## src/rtl/load_id_tracker_pkg.sv

```systemverilog
// Shared types and helpers for the outstanding-load ID tracker.
// Entry states and pointer arithmetic used by the tracker top.
package load_id_tracker_pkg;

    typedef enum logic [1:0] {
        FREE    = 2'd0,
        PENDING = 2'd1,
        DATA    = 2'd2,
        KILLED  = 2'd3
    } entry_state_e;

    function automatic int unsigned ptr_inc(
        input int unsigned ptr,
        input int unsigned n
    );
        return (ptr + 1 >= n) ? 0 : ptr + 1;
    endfunction

endpackage

```

## src/rtl/load_id_tracker_lzc.sv

```systemverilog
// Lowest-set-bit index finder used for free/DATA entry selection.
// Reports the index of the lowest set bit and whether none is set.
module load_id_tracker_lzc #(
    parameter int WIDTH     = 8,
    parameter int CNT_WIDTH = 3
) (
    input  logic [WIDTH-1:0]     in_i,
    output logic [CNT_WIDTH-1:0] cnt_o,
    output logic                 empty_o
);

    always_comb begin
        cnt_o = '0;
        for (int i = WIDTH - 1; i >= 0; i--) begin
            if (in_i[i]) cnt_o = CNT_WIDTH'(i);
        end
    end

    assign empty_o = ~|in_i;

endmodule

```

## src/rtl/load_id_tracker.sv

```systemverilog
// Outstanding-load tracker: allocates cache IDs, collects responses
// in any order and releases completed loads in-order or out-of-order.
module load_id_tracker
    import load_id_tracker_pkg::*;
#(
    parameter int NR_ENTRIES = 8,
    parameter int ID_WIDTH   = 3,
    parameter int META_WIDTH = 8,
    parameter int DATA_WIDTH = 64,
    parameter bit IN_ORDER   = 1'b0
) (
    input  logic                          clk_i,
    input  logic                          rst_ni,
    input  logic                          alloc_valid_i,
    output logic                          alloc_ready_o,
    input  logic [META_WIDTH-1:0]         alloc_meta_i,
    output logic [ID_WIDTH-1:0]           alloc_id_o,
    input  logic                          rsp_valid_i,
    input  logic [ID_WIDTH-1:0]           rsp_id_i,
    input  logic [DATA_WIDTH-1:0]         rsp_data_i,
    output logic                          out_valid_o,
    input  logic                          out_ready_i,
    output logic [META_WIDTH-1:0]         out_meta_o,
    output logic [DATA_WIDTH-1:0]         out_data_o,
    input  logic                          kill_i,
    output logic [$clog2(NR_ENTRIES+1)-1:0] count_o,
    output logic                          err_o
);

    localparam int CW = $clog2(NR_ENTRIES + 1);

    entry_state_e          state_q [NR_ENTRIES];
    entry_state_e          state_d [NR_ENTRIES];
    logic [META_WIDTH-1:0] meta_q  [NR_ENTRIES];
    logic [DATA_WIDTH-1:0] data_q  [NR_ENTRIES];

    logic [ID_WIDTH-1:0] head_q, head_d;
    logic [ID_WIDTH-1:0] tail_q, tail_d;
    logic [CW-1:0]       occ_q, occ_d;
    logic [CW-1:0]       count_q, count_d;
    logic                err_q, err_d;
    logic                lock_q;
    logic [ID_WIDTH-1:0] lock_idx_q;

    logic [NR_ENTRIES-1:0] free_vec, data_vec;
    logic [ID_WIDTH-1:0]   free_idx, data_idx, rel_idx;
    logic                  free_none, data_none;
    logic                  alloc_fire, rel_fire, head_adv;
    logic                  rsp_in_range;
    entry_state_e          rsp_st;

    always_comb begin
        free_vec = '0;
        data_vec = '0;
        for (int i = 0; i < NR_ENTRIES; i++) begin
            free_vec[i] = (state_q[i] == FREE);
            data_vec[i] = (state_q[i] == DATA);
        end
    end

    load_id_tracker_lzc #(
        .WIDTH     (NR_ENTRIES),
        .CNT_WIDTH (ID_WIDTH)
    ) u_free_lzc (
        .in_i    (free_vec),
        .cnt_o   (free_idx),
        .empty_o (free_none)
    );

    load_id_tracker_lzc #(
        .WIDTH     (NR_ENTRIES),
        .CNT_WIDTH (ID_WIDTH)
    ) u_data_lzc (
        .in_i    (data_vec),
        .cnt_o   (data_idx),
        .empty_o (data_none)
    );

    // Alloc side: in-order mode allocates strictly at the tail slot
    always_comb begin
        if (IN_ORDER) begin
            alloc_id_o    = tail_q;
            alloc_ready_o = !kill_i && (state_q[tail_q] == FREE) &&
                            (32'(occ_q) < NR_ENTRIES);
        end else begin
            alloc_id_o    = free_idx;
            alloc_ready_o = !kill_i && !free_none;
        end
    end

    assign alloc_fire = alloc_valid_i && alloc_ready_o;

    // A presented OOO entry is locked so the output cannot change under stall
    always_comb begin
        if (IN_ORDER) begin
            rel_idx     = head_q;
            out_valid_o = !kill_i && (state_q[head_q] == DATA);
        end else if (lock_q) begin
            rel_idx     = lock_idx_q;
            out_valid_o = !kill_i && (state_q[lock_idx_q] == DATA);
        end else begin
            rel_idx     = data_idx;
            out_valid_o = !kill_i && !data_none;
        end
    end

    assign out_meta_o = out_valid_o ? meta_q[rel_idx] : '0;
    assign out_data_o = out_valid_o ? data_q[rel_idx] : '0;
    assign rel_fire   = out_valid_o && out_ready_i;

    assign rsp_in_range = (32'(rsp_id_i) < NR_ENTRIES);
    assign rsp_st       = rsp_in_range ? state_q[rsp_id_i] : FREE;
    assign err_d        = rsp_valid_i &&
                          (!rsp_in_range || rsp_st == FREE || rsp_st == DATA);

    // Response first, then release/alloc, then kill on top
    always_comb begin
        for (int i = 0; i < NR_ENTRIES; i++) begin
            state_d[i] = state_q[i];
            if (rsp_valid_i && rsp_id_i == ID_WIDTH'(i)) begin
                if (state_q[i] == PENDING) state_d[i] = DATA;
                if (state_q[i] == KILLED)  state_d[i] = FREE;
            end
            if (rel_fire && rel_idx == ID_WIDTH'(i))   state_d[i] = FREE;
            if (alloc_fire && alloc_id_o == ID_WIDTH'(i)) state_d[i] = PENDING;
            if (kill_i) begin
                if (state_d[i] == PENDING) state_d[i] = KILLED;
                if (state_d[i] == DATA)    state_d[i] = FREE;
            end
        end
    end

    always_comb begin
        count_d = '0;
        for (int i = 0; i < NR_ENTRIES; i++) begin
            if (state_d[i] != FREE) count_d = count_d + CW'(1);
        end
    end

    assign head_adv = IN_ORDER && (rel_fire || ((occ_q != '0) &&
                      (state_q[head_q] == FREE || state_q[head_q] == KILLED)));

    always_comb begin
        head_d = head_q;
        tail_d = tail_q;
        occ_d  = occ_q;
        if (IN_ORDER) begin
            if (head_adv)
                head_d = ID_WIDTH'(ptr_inc(32'(head_q), NR_ENTRIES));
            if (alloc_fire)
                tail_d = ID_WIDTH'(ptr_inc(32'(tail_q), NR_ENTRIES));
            occ_d = occ_q + CW'(alloc_fire) - CW'(head_adv);
        end
    end

    always_ff @(posedge clk_i or negedge rst_ni) begin
        if (!rst_ni) begin
            for (int i = 0; i < NR_ENTRIES; i++) state_q[i] <= FREE;
            head_q     <= '0;
            tail_q     <= '0;
            occ_q      <= '0;
            count_q    <= '0;
            err_q      <= 1'b0;
            lock_q     <= 1'b0;
            lock_idx_q <= '0;
        end else begin
            for (int i = 0; i < NR_ENTRIES; i++) state_q[i] <= state_d[i];
            head_q     <= head_d;
            tail_q     <= tail_d;
            occ_q      <= occ_d;
            count_q    <= count_d;
            err_q      <= err_d;
            lock_q     <= out_valid_o && !out_ready_i;
            lock_idx_q <= rel_idx;
        end
    end

    always_ff @(posedge clk_i) begin
        for (int i = 0; i < NR_ENTRIES; i++) begin
            if (alloc_fire && alloc_id_o == ID_WIDTH'(i))
                meta_q[i] <= alloc_meta_i;
            if (rsp_valid_i && rsp_id_i == ID_WIDTH'(i) && state_q[i] == PENDING)
                data_q[i] <= rsp_data_i;
        end
    end

    assign count_o = count_q;
    assign err_o   = err_q;

    if (NR_ENTRIES > 2 ** ID_WIDTH || NR_ENTRIES < 2) begin : g_bad_cfg
        $error("load_id_tracker: NR_ENTRIES out of range for ID_WIDTH");
    end

    a_rsp_id : assert property (@(posedge clk_i) disable iff (!rst_ni)
        rsp_valid_i |-> rsp_in_range);

    a_alloc_id : assert property (@(posedge clk_i) disable iff (!rst_ni)
        alloc_ready_o |-> !$isunknown(alloc_id_o));

endmodule

```

## config.mk

```make
export PLATFORM = sky130hd
export DESIGN_NAME = load_id_tracker
export DESIGN_NICKNAME = d
export VERILOG_FILES = /design/src/rtl/load_id_tracker_pkg.sv /design/src/rtl/load_id_tracker_lzc.sv /design/src/rtl/load_id_tracker.sv
export SDC_FILE = /design/constraint.sdc
export NUM_CORES = 1
export LEC_CHECK = 0
export BUFFER_PORTS_ARGS = -buffer_cell sky130_fd_sc_hd__buf_2
export CAP_MARGIN = 25
export CORE_MARGIN = 2
export CORE_UTILIZATION = 55
export DETAILED_ROUTE_END_ITERATION = 8
export PLACE_DENSITY = 0.74
export SLEW_MARGIN = 25
export SYNTH_ARGS = -nofsm -noshare
export SYNTH_HDL_FRONTEND = slang
export SYNTH_SLANG_ARGS = --single-unit
```

## constraint.sdc

```tcl
create_clock -name clk_i -period 6.16 [get_ports clk_i]
set_clock_uncertainty 0.15 [all_clocks]
set_input_delay 1.232 -clock clk_i [delete_from_list [all_inputs] [get_ports clk_i]]
set_output_delay 1.232 -clock clk_i [all_outputs]
set_load 0.01 [all_outputs]
```

==> results.tsv, run 1 <==
metric	value	unit
CTS tree	built	
CTS Sinks	601	
WL final	56.5	mm
Peak VDD IR	0.827	mV
synthesized area	0.0253	mm2
first-pass GRT wire length	83.7	mm
clk slew on worst S/H paths	0.06	ns
number of I/O pins	163	
antenna violations before repair	10	
H-Tree Depth	2	
CP startpoint	state_q[6]	
Nets	2042	
WP data required	6.51	ns
starting density of the core	55.8	%
Crit Path Category	register to register	
status	finished, final reports clean	
multi-input logic area	0.00699	mm2
Synthesis Warnings	0	
ys async rst share	4.16	%
Synth Flop Type	edfxtp_1	
pin count of the biggest net entering global routing	142	
DP HPWL	31.3	mm
setup TNS	0	ns
1st-iter DRT viols	1128	
Tmin final	5.97	ns
die area	0.0478	mm2
EDFF count, synth	576	
synthesis-to-finish area growth	14.1	%
routed len/inst	21.8	um
Post-Syn Area per Cell	14.4	um2
vias per inst	5.74	
Pre-antenna DRT Iters	5	
sequence of cells on the critical path	or3b_4 > a2111oi_4 > o221ai_2 > or2_4 > inv_1 > nand2_1 > or3_1 > a31oi_4 > nand2_2 > ha_4 > xnor2_4 > inv_1 > ha_1 > nand2_1 > nand2_1 > ha_1 > a21oi_2 > a21oi_2 > ha_1 > mux2_4 > ha_1 > mux2_2 > ha_1 > mux2_2	
Worst Setup End Kind	register	
period utilisation layout	96.9	%
Final setup viols	0	
vias	14800	
pre-CTS WS	-0.0879	ns
share of cells above drive strength 1	16.6	%
Congestion Overflow GR	0	
Critical R2R Capture	count_o[1]	
gr usage total	23.4	%
leakage power	10.6	nW
Worst-Margin Slew	1.09	ns
PD cells	578	mW/mm2
Slowest-stage cell, CP	or3_1	
Final Hold Fails	0	
FF+latch count, synth	601	
MaxCap Viol Count	0	
CP arrival	6.31	ns
FP Rows	78	
reg-to-reg slack, setup	0.19	ns
Die W	219	um
R2R cell count	24	
Max Slew Vio Count	0	
drc violations	0	
fmax	168	MHz
core area	0.0454	mm2
CTS Buf Count	60	
CTS Buffer Depth	3	
sequential area share after synthesis	70.8	%
buffers added on ports	162	
clock latency on the worst-skew pair	0.61	ns
Worst Hold Class	input port to asynchronous set/reset pin	
maximum fanout along the worst path	5	
Critical Path Max Stage Delay	0.44	ns
final cell count without fillers	2586	
cell mode on critical path	ha_1	
Slew Limit Headroom	27.3	%
Fill cells	3216	
final hold slack	0.484	ns
ANT nets after route	0	
Clock Tree Root	clkbuf_16	
vias in the first global route	14400	
die height	219	um
GPL Wtd Cong	0.974	
DP Cell Count	2467	
Reg area	0.0179	mm2
Synth cell types	66	
Worst R2R Start	state_q[6]	
post-synthesis instance total	1760	
CP Launch Type	register	
Post-Syn Nets	1872	
Setup Fix Bufs, Post-CTS	0	
setup ws final	0.193	ns
-- worst max-delay path by stage --
stage	endpoint	slack, ns	depth (start not counted)
floorplan	count_o[1]	0.04	24
global placement	count_o[1]	0.05	24
detailed placement	count_o[1]	-0.09	24
CTS	count_o[2]	0.13	27
global route	count_o[2]	-0.05	27
finish	count_o[1]	0.19	24
-- worst max-delay path: cells and delay by family, from the launching register on --
kind / cells / cell delay, ns
xor+xnor: 1 / 0.17
simple gates: 7 / 1.46
buf+inv: 2 / 0.14
fa+ha+maj: 6 / 1.78
mux: 3 / 0.81
flops: 1 / 0.42
compound gates: 5 / 0.91
-- cells by family (layout without fill, tap and decap cells) --
logic type	Yosys count	count (layout)	synth area share, %
xor+xnor	15	15	0.731
mux	304	304	12.2
simple gates	545	545	9.50
fa+ha+maj	31	31	1.53
compound gates	128	128	3.22
flops	601	601	70.8
other cells	0	6	0
buf+inv	136	356	2.08
-- metrics by stage --
step	total power, W	utilization [%]	instance area [um2]
5_1_grt	0.0177	63.6	28900
6_report	0.0167	63.6	28900
3_3_place_gp	0.0131	59.3	26900
2_1_floorplan	0.0108	-	25300
4_1_cts	0.0167	63.5	28800
3_5_place_dp	0.0132	59.4	26900
-- routing by layer --
layer / wire length, um / track usage (%) / vias up
li1: - / - / 6859
met1: 23200 / 31.5 / 7349
met2: 27500 / 38.0 / 505
met3: 4310 / 5.15 / 112
met4: 1400 / 7.96 / 10
met5: 55 / 0 / -
-- what timing repair did --
item | 4_1_cts | 5_1_grt
setup endpoints to repair | 0 | 3
hold buffers | 0 | 0
gates resized for setup | 0 | 8
-- placed cells by master, fill, tap and decap left out, types with 4 or more instances in the layout --
master     instances
edfxtp_1         576
nand2_1          312
mux2i_1          298
buf_2            162
nand3_1          149
a21oi_1           77
clkbuf_16         60
buf_4             39
inv_1             37
ha_1              30
dfrtp_1           25
nor2_1            21
clkbuf_1          15
clkinv_1          15
clkinv_2          12
o21ai_0            9
nor3_1             7
xnor2_1            7
diode_2            6
nand2b_1           6
and2_4             5
nor4_1             5
nand3b_1           4
or3_1              4
xor2_1             4
inv_6              4
bufinv_16          4
-- layout make-up --
class	count	area share, %
clock buffers	75	5.39
repair buffers	205	4.12
diodes	6	0.0520
multi-input cells	1023	24.2
clock inverters	37	1.07
well taps	600	2.60
inverters	39	0.515
flip-flops and latches	601	62.0
-- cell usage after synthesis (all sizes together), types with 5 or more instances --
cell / n / area, um2
buf: 51 / 206
and2: 7 / 43.8
a21oi: 79 / 399
nor4: 6 / 37.5
inv: 39 / 146
xnor2: 8 / 88.8
nand2: 313 / 1170
nand3: 149 / 746
xor2: 5 / 51.3
o21ai: 10 / 50.0
o31ai: 5 / 42.5
nand2b: 6 / 37.5
dfrtp: 25 / 626
nor3: 7 / 35.0
nor2: 26 / 97.6
edfxtp: 576 / 17300
mux2i: 298 / 2980
clkbuf: 46 / 173
ha: 31 / 388
-- where the power goes --
part	switching, W	internal (W)
clock network	0.00149	0.00196
logic	0.00512	0.00336
registers	0.0000918	0.00468
total	0.00670	0.0100
-- registers in the layout (all words and copies together), names as in the netlist --
| signal | count |
|---|---|
| state_q | 16 |
| count_o | 4 |
| meta_q | 64 |
| data_q | 512 |
| err_o | 1 |
| lock_idx_q | 3 |
| lock_q | 1 |
Note: power is estimated with default switching activity, not from simulation.
==> inputs of run 2 (changes only) <==
Settings changed: CTS_BUF_LIST set to sky130_fd_sc_hd__clkbuf_16.
==> run 2 against run 1 <==
  * Clock-buffer cell count shrank 15
  * Utilization is essentially flat
  * Sequential power is essentially flat
  * Fmax grew 0.17%
  * Via count grew 0.21%
  * Register-to-register slack is essentially flat
  * Clock power is essentially flat
  * Total power is essentially flat
  * Hold slack gained 0.0052 ns
  * Combinational power is essentially flat
  * Critical path depth grew 3
==> results.tsv, run 2 (same netlist as run 1, synthesis figures left out) <==
metric	value	unit	change
DP HPWL	31.3	mm	unchanged
Comb power frac	50.9	%	about the same
Pre-antenna DRT Iters	5		unchanged
max reg flops	512		unchanged
Worst Hold Class	input port to asynchronous set/reset pin		
Fill cells	3217		+0.031%
Clock power frac	20.5	%	about the same
R2R cell count	27		+13%
Net Sw Power	0.00670	W	about the same
clk slew on worst S/H paths	0.06	ns	about the same
cell mode on critical path	ha_1		
CP arrival	6.34	ns	+0.03 ns
Top reg by flops	data_q		
vias in the first global route	14400		unchanged
PD cells	577	mW/mm2	about the same
CTS Buffer Depth	3		unchanged
GPL Wtd Cong	0.974		unchanged
Nets	2042		unchanged
core area	0.0454	mm2	unchanged
commonest non-fill, non-tap cells in the layout	edfxtp_1 (576), nand2_1 (312), mux2i_1 (298), buf_2 (162), nand3_1 (149)		
Worst-Margin Slew	1.11	ns	+0.0229 ns
WL final	56.5	mm	about the same
CTS Sinks	601		unchanged
status	finished, final reports clean		
Setup Fix Bufs, Post-CTS	0		unchanged
CP Launch Type	register		
leakage power	10.7	nW	+0.59%
Die W	219	um	unchanged
vias per inst	5.75		+0.17%
Congestion Overflow GR	0		unchanged
Final Hold Fails	0		unchanged
Clock Tree Root	clkbuf_16		
starting density of the core	55.8	%	unchanged
pre-CTS WS	-0.0879	ns	unchanged
most common cell after layout, fill and taps aside	edfxtp_1		
vias	14900		+0.21%
ANT nets after route	0		unchanged
Slew Limit Headroom	25.8	%	-1.5 points
Slowest-stage cell, CP	or3_1		
Int Pwr	0.00998	W	-0.19%
CTS tree	built		
1st-iter DRT viols	1094		-3.0%
buffers added on ports	162		unchanged
MaxCap Viol Count	0		unchanged
sequential share of power	28.6	%	about the same
CTS Buf Count	60		unchanged
Critical Path Max Stage Delay	0.44	ns	about the same
maximum fanout along the worst path	5		unchanged
first-pass GRT wire length	83.7	mm	about the same
FP Rows	78		unchanged
multi-input logic area	0.00699	mm2	unchanged
share of cells above drive strength 1	16.6	%	unchanged
Tmin final	5.96	ns	-0.0102 ns
pin count of the biggest net entering global routing	142		unchanged
Peak VDD IR	0.828	mV	about the same
Final setup viols	0		unchanged
Max Slew Vio Count	0		unchanged
crit path buf inv count	2		unchanged
die area	0.0478	mm2	unchanged
CP top delay family	simple AND/OR/NAND/NOR gates		
Levels on crit path	27		+13%
number of I/O pins	163		unchanged
top flop regs	data_q: 512 flops, meta_q: 64 flops, state_q: 16 flops		
gr usage total	23.4	%	about the same
Crit Path Category	register to register		
drc violations	0		unchanged
H-Tree Depth	2		unchanged
Reg area	0.0179	mm2	unchanged
WP data required	6.54	ns	+0.03 ns
fmax	168	MHz	+0.17%
synthesis-to-finish area growth	14.1	%	about the same
clock latency on the worst-skew pair	0.61	ns	about the same
Worst Setup End Kind	register		
die height	219	um	unchanged
antenna violations before repair	10		unchanged
period utilisation layout	96.7	%	-0.17 points
routed len/inst	21.9	um	about the same
setup ws final	0.203	ns	+0.0102 ns
final hold slack	0.489	ns	+0.00521 ns
Net Sw Frac	40.2	%	+0.064 points
[run 2: cell count changes in the layout (fill, tap and decap cells not counted), sizes merged]
| cell | previous run | this run |
|---|---|---|
| clkbuf | 75 | 60 |
| inv | 43 | 58 |
| diode | 6 | 7 |
[run 2: metrics by stage]
| step | util, % | cell area, um2 | TNS (ns) | instances | power [W] |
|---|---|---|---|---|---|
| floorplan | - | 25300 | 0 | 1760 | 0.0108 |
| CTS | 63.5 | 28800 | 0 | 2579 | 0.0167 |
| finish | 63.7 | 28900 | 0 | 2587 | 0.0167 |
| global route | 63.6 | 28900 | -0.0761 | 2582 | 0.0176 |
| detailed placement | 59.4 | 26900 | -0.166 | 2467 | 0.0132 |
| global placement | 59.3 | 26900 | 0 | 2466 | 0.0131 |
[run 2: what timing repair did]
action	CTS	global route
resized for setup	0	8
hold buffers	0	0
endpoints found under the setup margin	0	3
[run 2: final cells by class]
cell class              instances  share of cell area (%)
well taps                     600                    2.60
inverters                      39                   0.515
multi-input cells            1023                    24.2
clock inverters                52                    1.26
diodes                          7                  0.0606
repair buffers                205                    4.12
flip-flops and latches        601                    62.0
clock buffers                  60                    5.20
[run 2: routing by layer]
metal | GRT usage (%) | part of all wire [%] | vias up
li1 | - | - | 6868
met1 | 31.5 | 41 | 7399
met2 | 38.0 | 49 | 479
met3 | 5.15 | 7.4 | 110
met4 | 7.96 | 2.4 | 10
met5 | 0 | 0.097 | -
[run 2: worst paths after layout]
kind / start / endpoint / slack [ns]
worst min-delay path: rst_ni / err_o / 0.49
worst max register to register: state_q[6] / count_o[2] / 0.20
min in group clk_i: state_q[0] / state_q[0] / 0.54
max in group asynchronous: rst_ni / state_q[0] / 4.96
worst max-delay path: state_q[6] / count_o[2] / 0.20
worst min register to register: state_q[0] / state_q[0] / 0.54
[run 2: power groups by stage]
stage                     registers (W)  logic [W]  clock network [W]
after CTS                       0.00477    0.00843            0.00347
after detailed placement        0.00485    0.00839                  0
after floorplan                 0.00484    0.00600                  0
after global routing            0.00478    0.00924            0.00362
final                           0.00477    0.00849            0.00342
after global placement          0.00484    0.00826                  0
==> inputs of run 3 (changes only) <==
Settings changed: CELL_PAD_IN_SITES_DETAIL_PLACEMENT set to 0, CELL_PAD_IN_SITES_GLOBAL_PLACEMENT set to 1, CORE_UTILIZATION 55 to 46.
==> run 3 against run 2 <==
  * First-iteration DRC count decreased by 18%
  * Via count decreased by 1.5%
  * Sequential cell count unchanged
  * Total power decreased by 0.47%
  * Cell area increased by 0.21%
  * Critical path type is now register to output port
==> results.tsv, run 3 (same netlist as run 1, synthesis figures left out) <==
metric	value	unit	change
status	finished, final reports clean		
Crit Path Category	register to output port		
1st-iter DRT viols	901		-18%
Comb power frac	51.0	%	about the same
CP arrival	4.55	ns	-1.79 ns
die area	0.0569	mm2	+19%
drc violations	0		unchanged
Congestion Overflow GR	0		unchanged
first-pass GRT wire length	86.0	mm	+2.7%
Slowest-stage cell, CP	buf_12		
synthesis-to-finish area growth	14.3	%	
CTS Buf Count	59		-1.7%
max reg flops	512		unchanged
setup TNS	0	ns	unchanged
WL final	57.5	mm	+1.7%
Net Sw Frac	40.3	%	+0.13 points
Pre-antenna DRT Iters	5		unchanged
Final setup viols	0		unchanged
sequence of cells on the critical path	inv_1 > ha_1 > nor2_1 > o31ai_1 > and2_4 > buf_12 > buf_6 > mux2i_1 > nand2_1 > nand3_1 > a21oi_1 > buf_2		
Worst Setup End Kind	output port		
period utilisation layout	96.2	%	-0.48 points
Fill cells	4416		+37%
vias in the first global route	14300		-0.99%
MaxCap Viol Count	0		unchanged
number of I/O pins	163		unchanged
ANT nets after route	0		unchanged
buffers added on ports	162		unchanged
Post-Layout Inst Area	0.0289	mm2	+0.21%
Worst-Margin Slew	1.11	ns	-0.00470 ns
commonest non-fill, non-tap cells in the layout	edfxtp_1 (576), nand2_1 (312), mux2i_1 (298), buf_2 (162), nand3_1 (149)		
routed len/inst	21.5	um	-1.7%
PD cells	574	mW/mm2	-0.68%
CTS Sinks	601		unchanged
pre-CTS WS	-0.0273	ns	+0.0606 ns
Net Sw Power	0.00669	W	-0.15%
Critical Path Max Stage Delay	0.67	ns	+0.23 ns
Tmin final	5.93	ns	-0.0294 ns
most common cell after layout, fill and taps aside	edfxtp_1		
clock latency on the worst-skew pair	0.61	ns	about the same
Worst Hold Class	input port to asynchronous set/reset pin		
Top reg by flops	data_q		
setup ws final	0.232	ns	+0.0294 ns
CP top delay family	buffers and inverters		
H-Tree Depth	2		unchanged
GPL Wtd Cong	0.867		-11%
antenna violations before repair	9		-1
FP Rows	85		+9.0%
WP data required	4.78	ns	-1.76 ns
Clock Tree Root	clkbuf_16		
Int Pwr	0.00991	W	-0.68%
starting density of the core	46.8	%	-9.0 points
fmax	169	MHz	+0.50%
Die W	239	um	+9.2%
maximum fanout along the worst path	143		+138
CTS Buffer Depth	3		unchanged
CP Launch Type	register		
Nets	2043		+0.049%
top flop regs	data_q: 512 flops, meta_q: 64 flops, state_q: 16 flops		
sequential share of power	28.7	%	about the same
overall power	0.0166	W	-0.47%
Peak VDD IR	0.927	mV	+12%
share of cells above drive strength 1	16.3	%	-0.24 points
vias per inst	5.47		-4.9%
Max Slew Vio Count	0		unchanged
Final Hold Fails	0		unchanged
clk slew on worst S/H paths	0.06	ns	about the same
gr usage total	20.0	%	-3.4 points
dpl cell area	0.0271	mm2	+0.46%
die height	239	um	+9.2%
vias	14600		-1.5%
core area	0.0541	mm2	+19%
DP HPWL	31.1	mm	-0.48%
Hold Buf Count CTS	0		unchanged
crit path buf inv count	4		+2
CTS tree	built		
leakage power	10.6	nW	-0.16%
Clock power frac	20.3	%	-0.2 points
pin count of the biggest net entering global routing	144		+1.4%
Slew Limit Headroom	26.1	%	+0.31 points
## run 3: cell types whose count changed in the layout (fill, tap and decap cells not counted), moves of 2 or more
cell / change
inv_6: -4
clkinv_2: +2
buf_6: +5
nor2_1: +2
nor2_2: -2
diode_2: -4
buf_12: -2
## run 3: final timing paths
| kind | startpoint | end | slack [ns] | cells after the start |
|---|---|---|---|---|
| min in group clk_i | state_q[12] | state_q[12] | 0.50 | 2 |
| max in group asynchronous | rst_ni | state_q[6] | 4.95 | 1 |
| setup reg to reg | state_q[6] | count_o[1] | 0.27 | 26 |
| hold reg to reg | state_q[12] | state_q[12] | 0.50 | 2 |
| hold / removal | rst_ni | count_o[1] | 0.49 | 1 |
| setup / recovery | state_q[2] | out_data_o[1] | 0.23 | 12 |
## run 3: final cells by class
type	instances	area (um2)	area share (%)
Tap cell	696	871	3.01
Inverter	39	150	0.519
Antenna cell	3	7.51	0.0259
Timing Repair Buffer	207	1200	4.15
Multi-Input combinational cell	1023	6970	24.1
Sequential cell	601	17900	61.9
Clock inverter	49	322	1.11
Clock buffer	60	1500	5.19
## run 3: worst register-to-register path: cells and delay by family (launching register included)
family	cells	cell delay [ns]
AOI/OAI and AO/OA	5	0.87
xor gates and xnor gates	1	0.12
adders and majority gates	6	1.78
buffers and inverters	4	0.38
DFF	1	0.43
muxes	3	0.82
and+or+nand+nor	7	1.23
## run 3: power groups by stage
stage | sequential [W] | combinational [W] | clock (W)
finish | 0.00477 | 0.00847 | 0.00337
global route | 0.00478 | 0.00929 | 0.00359
detailed placement | 0.00485 | 0.00854 | 0
floorplan | 0.00484 | 0.00600 | 0
global placement | 0.00484 | 0.00843 | 0
CTS | 0.00477 | 0.00859 | 0.00343
## run 3: through the flow
| step | utilization [%] | hold slack, ns | cells |
|---|---|---|---|
| floorplan | - | 0.406 | 1760 |
| global placement | 50.0 | 0.444 | 2564 |
| detailed placement | 50.0 | 0.448 | 2565 |
| CTS | 53.4 | 0.465 | 2674 |
| global route | 53.5 | 0.517 | 2675 |
| finish | 53.5 | 0.490 | 2678 |
## run 3: routing by layer
metal | global-route usage [%] | share of wire [%] | up-vias
li1 | - | - | 6862
met1 | 26.7 | 44 | 7361
met2 | 33.7 | 49 | 304
met3 | 3.65 | 4.9 | 93
met4 | 5.40 | 2.0 | 16
met5 | 0 | 0.18 | -
## run 3: repair_timing
item	in CTS	in global routing
gates resized for setup	0	8
setup buffers	0	1
setup endpoints to repair	0	21
